File: src/rtl/perf_counter_reader_pkg.sv
// Shared widths and the read-sequencer state encoding for perf_counter_reader.
// Kept separate so CSR-side decoders can reuse the same word split.
package perf_counter_reader_pkg;

    localparam int CNT_W  = 64;
    localparam int WORD_W = 32;

    typedef enum logic [1:0] {
        RD_IDLE    = 2'd0,
        RD_SEND_LO = 2'd1,
        RD_SEND_HI = 2'd2
    } rd_state_t;

    function automatic logic [WORD_W-1:0] lo_word(input logic [CNT_W-1:0] v);
        return v[WORD_W-1:0];
    endfunction

    function automatic logic [WORD_W-1:0] hi_word(input logic [CNT_W-1:0] v);
        return v[CNT_W-1:WORD_W];
    endfunction

endpackage

File: src/rtl/perf_counter_reader.sv
// Atomic 64-bit snapshot of one event counter, streamed out as two 32-bit words
// (low first), with an optional one-cycle clear strobe back to the source counter.
module perf_counter_reader
    import perf_counter_reader_pkg::*;
#(
    parameter int NUM_CNT = 4,
    parameter int IDX_W   = 8
) (
    input  logic                     clk,
    input  logic                     rst_n,
    input  logic [NUM_CNT*CNT_W-1:0] cnt_flat,
    input  logic                     req_valid,
    output logic                     req_ready,
    input  logic [IDX_W-1:0]         req_idx,
    input  logic                     req_clear,
    output logic [NUM_CNT-1:0]       clr_pulse,
    output logic                     rsp_valid,
    input  logic                     rsp_ready,
    output logic [WORD_W-1:0]        rsp_data,
    output logic                     rsp_last,
    output logic                     rsp_err
);

    // NUM_CNT always fits in IDX_W+1 bits because 2**IDX_W >= NUM_CNT.
    localparam logic [IDX_W:0] NUM_CNT_L = (IDX_W+1)'(NUM_CNT);

    rd_state_t           state;
    logic [CNT_W-1:0]    snap;
    logic [CNT_W-1:0]    cnt_arr [NUM_CNT];
    logic [CNT_W-1:0]    sel_val;
    logic [NUM_CNT-1:0]  clr_next;
    logic                idx_ok;
    logic                accept;

    for (genvar gi = 0; gi < NUM_CNT; gi++) begin : g_split
        assign cnt_arr[gi] = cnt_flat[gi*CNT_W +: CNT_W];
    end

    assign idx_ok = ({1'b0, req_idx} < NUM_CNT_L);
    assign accept = req_valid && req_ready;

    // Compare-based mux: an out-of-range index simply matches nothing and yields zero.
    always_comb begin
        sel_val = '0;
        for (int k = 0; k < NUM_CNT; k++) begin
            if (req_idx == IDX_W'(k)) begin
                sel_val = cnt_arr[k];
            end
        end
    end

    always_comb begin
        clr_next = '0;
        if (req_clear && idx_ok) begin
            for (int k = 0; k < NUM_CNT; k++) begin
                clr_next[k] = (req_idx == IDX_W'(k));
            end
        end
    end

    always_ff @(posedge clk or negedge rst_n) begin
        if (!rst_n) begin
            state     <= RD_IDLE;
            req_ready <= 1'b0;
            rsp_valid <= 1'b0;
            rsp_data  <= '0;
            rsp_last  <= 1'b0;
            rsp_err   <= 1'b0;
            clr_pulse <= '0;
            snap      <= '0;
        end else begin
            clr_pulse <= '0;
            case (state)
                RD_IDLE: begin
                    req_ready <= 1'b1;
                    if (accept) begin
                        snap      <= idx_ok ? sel_val : '0;
                        rsp_data  <= idx_ok ? lo_word(sel_val) : '0;
                        rsp_valid <= 1'b1;
                        rsp_last  <= 1'b0;
                        rsp_err   <= !idx_ok;
                        req_ready <= 1'b0;
                        clr_pulse <= clr_next;
                        state     <= RD_SEND_LO;
                    end
                end
                RD_SEND_LO: begin
                    if (rsp_ready) begin
                        rsp_data <= hi_word(snap);
                        rsp_last <= 1'b1;
                        state    <= RD_SEND_HI;
                    end
                end
                RD_SEND_HI: begin
                    if (rsp_ready) begin
                        rsp_valid <= 1'b0;
                        rsp_last  <= 1'b0;
                        rsp_err   <= 1'b0;
                        req_ready <= 1'b1;
                        state     <= RD_IDLE;
                    end
                end
                default: begin
                    state <= RD_IDLE;
                end
            endcase
        end
    end

endmodule
File: config.mk
export PLATFORM = sky130hd
export DESIGN_NAME = perf_counter_reader
export DESIGN_NICKNAME = d
export VERILOG_FILES = /design/src/rtl/perf_counter_reader_pkg.sv /design/src/rtl/perf_counter_reader.sv
export SDC_FILE = /design/constraint.sdc
export NUM_CORES = 1
export LEC_CHECK = 0
export ABC_AREA = 1
export BUFFER_PORTS_ARGS = -buffer_cell sky130_fd_sc_hd__buf_4
export CAP_MARGIN = 20
export CORE_MARGIN = 3
export CORE_UTILIZATION = 30
export DETAILED_ROUTE_END_ITERATION = 8
export GPL_ROUTABILITY_DRIVEN = 0
export SETUP_SLACK_MARGIN = 0.2
export SYNTH_ARGS = -nofsm -noshare
export SYNTH_HDL_FRONTEND = slang
export SYNTH_SLANG_ARGS = --single-unit
export TNS_END_PERCENT = 30
File: constraint.sdc
create_clock -name clk -period 2 [get_ports clk]
set_clock_uncertainty 0.1 [all_clocks]
set_input_delay 0 -clock clk [delete_from_list [all_inputs] [get_ports clk]]
set_output_delay 0 -clock clk [all_outputs]
set_load 0.1 [all_outputs]
==> run_results.csv <==
group,metric,value,unit
timing,setup_viol,0,
floorplan,die_x,141,um
layout,layout_commonest_cell,"buf_4",
timing,max-slew-margin-rel,65.5,%
global_routing,grt_pass1_wl,40.9,mm
yosys,synth-seq-cells,74,
min_path,holdPathStages,5,
timing,rsz0062_at_grt,"yes",
yosys,yosysUniqueCellTypes,19,
drt,viasPerCell,4.89,
place,dp_hpwl,16.8,mm
drt,drt_iter0_markers,485,
layout,layout.nets,1626,
layout,areaGrowthSynthToFinish,91.6,%
min_path,min_path_type,"primary input to flip-flop",
setup_path,rr_endpoint,"clr_pulse[2]",
timing,setup_ws,0.250,ns
clocking,cts.sinks,74,
timing,fin_hold_ws,0.00465,ns
timing,hold_viol,0,
yosys,yosysWarnings,0,
yosys,yosys.area_share.simple,41.4,%
timing,min_period,1.75,ns
global_routing,grt-busiest-layer,"met2",
global_routing,grt_start_max_net_pins,67,
place,pre_cts_ws,-0.0171,ns
min_path,min_to,"rsp_data[5]",
yosys,yosysSeqAreaShare,33.9,%
clocking,cts_htree_levels,3,
global_routing,grt_pass1_vias,7705,
drt,drc,0,
timing,fin_crit_sh,87.5,%
layout,antenna_cells,0,
layout,n_fill_cell,1565,
clocking,cts_tree,"built",
drt,drt_wl_total,26.6,mm
clocking,clk_pin_slew,0.06,ns
floorplan,core_area,17500,um2
setup_path,critPathCaptureType,"flip-flop",
layout,utilization,59.7,%
layout,layout_common_cells,"buf_4 (323), nand2_1 (267), dlygate4sd3_1 (212)",
setup_path,critPathMaxFanout,38,
clocking,cts_buffers,9,
drt,wl_per_cell,16.8,um
floorplan,die_area,19900,um2
setup_path,worstSetupPathType,"flip-flop to flip-flop",
min_path,hp-start,"cnt_flat[69]",
global_routing,met3_usage,5.66,%
global_routing,grt_usage,26.0,%
timing,drv_slew,0,
yosys,synthAdderAreaFrac,0,%
setup_path,reg2reg_from,"state[1]",
yosys,syn_area,5460,um2
yosys,avgSynthCellArea,6.31,um2
drt,vias,7764,
pwr,power_per_cell_area,893,nW/um2
global_routing,grt_antenna_before_repair,0,
drt,drtPass1Iterations,5,
outcome,status,"finished clean",
pwr,p_leak,5.42,nW
yosys,synth.mux.area_fraction,0,%
flow_run,cap_violations,0,
place,dp.cells,1357,
floorplan,rows,48,
layout,fin_cells,1587,
setup_path,critPathRequiredTime,2.12,ns
clocking,cts_buffer_depth,2,
timing,fmax,571,MHz
yosys,syn_nets,1135,
pwr,ir_worst_vdd,0.829,mV
setup_path,cp.arrival,1.87,ns
setup_path,reg2reg_depth,7,
yosys,syn_inst,866,
timing,setup_tns,0,ns
global_routing,overflow,0,
floorplan,dieHeight,141,um
layout,drive_gt1_share,26.9,%
clocking,cts-root-buf,"clkbuf_16",
setup_path,regToRegSetupSlack,0.25,ns
floorplan,initial_utilization,31.1,%
timing,worst-slew-pin-transition,0.517,ns
drt,antenna_left,0,
global_routing,use_met1,32.3,%
clocking,insertion_delay,0.33,ns
setup_path,startpoint_type,"flip-flop",
yosys,synth-compound-area-share,15.1,%
yosys,synth-xor-area-share,0,%
place,port_buffers,308,
floorplan,ios,309,
yosys,synth_top_family_by_area,"simple AND/OR/NAND/NOR gates",
global_routing,met2_usage,43.8,%
-- worst max-delay path, cell delays in order (launching register included) --
cell     delay, ns
dfrtp_1       0.39
nor2_2        0.16
nand3_2       0.11
buf_8         0.21
nor2_4        0.15
buf_4         0.21
nand2_2       0.11
nor4_1        0.19
-- cells by family after synthesis --
group                  after synthesis
flip-flops                          74
AO/OA/AOI/OAI                      165
buffers and inverters              112
AND/OR/NAND/NOR                    515
-- sequential cells by signal (all words and copies together) (netlist names) --
| signal | cells |
|---|---|
| clr_pulse | 4 |
| req_ready | 1 |
| rsp_data | 32 |
| rsp_err | 1 |
| rsp_last | 1 |
| rsp_valid | 1 |
| snap | 32 |
| state | 2 |
-- worst max path at each step --
| stage | start | endpoint | slack (ns) | cells past startpoint |
|---|---|---|---|---|
| 5_1_grt | state[0] | clr_pulse[2] | 0.16 | 7 |
| 6_report | state[1] | clr_pulse[2] | 0.25 | 7 |
| 4_1_cts | state[0] | clr_pulse[2] | 0.16 | 7 |
| 2_1_floorplan | req_ready | rsp_data[0] | 0.24 | 7 |
| 3_3_place_gp | state[0] | rsp_data[18] | 0.03 | 7 |
| 3_5_place_dp | state[0] | rsp_data[9] | -0.02 | 7 |
-- cells in the mapped netlist, drive strengths merged --
| library cell | instances | share of area [%] |
|---|---|---|
| nand3b | 32 | 4.4 |
| nand3 | 130 | 12 |
| o21ai | 100 | 9.2 |
| nor2 | 81 | 6.3 |
| nand2 | 270 | 19 |
| nor3 | 1 | 0.092 |
| clkbuf | 17 | 1.2 |
| buf | 50 | 5.3 |
| dfrtp | 74 | 34 |
| a21oi | 65 | 6.0 |
| nor4 | 1 | 0.11 |
| inv | 45 | 3.1 |
-- power breakdown --
group	switching, mW	internal (mW)	leakage [nW]
Sequential	0.225	1.89	0.959
Combinational	4.07	1.53	4.33
Clock	0.660	0.961	0.133
Total	4.95	4.39	5.42
-- routing by layer --
metal	wire [um]	part of all wire, %	vias to the layer above
li1	-	-	3812
met1	10900	41	3551
met2	13000	49	337
met3	1780	6.7	64
met4	975	3.7	0
met5	0	0	-
-- area by class of cell --
cell class | count | area, um2 | share of cell area (%)
well taps | 225 | 282 | 2.69
clock inverters | 7 | 70.1 | 0.670
multi-input cells | 681 | 3130 | 29.9
clock buffers | 9 | 225 | 2.15
flip-flops and latches | 74 | 1850 | 17.7
inverters | 45 | 171 | 1.64
repair buffers | 546 | 4730 | 45.2
-- stage by stage --
| step | cell area, um2 | power (mW) |
|---|---|---|
| after floorplan | 5460 | 5.75 |
| after global placement | 7990 | 7.25 |
| after detailed placement | 7990 | 7.29 |
| after CTS | 10400 | 9.34 |
| after global routing | 10500 | 9.79 |
| final | 10500 | 9.34 |
-- repair_timing --
action | 4_1_cts | 5_1_grt
hold buffers | 212 | 0
setup endpoints to repair | 56 | 56
gates resized for setup | 3 | 10
hold endpoints to repair | 119 | 0
setup buffers | 1 | 0
pin swaps | 1 | 0
cloned | 1 | 0
(Power assumes the default switching activity.)
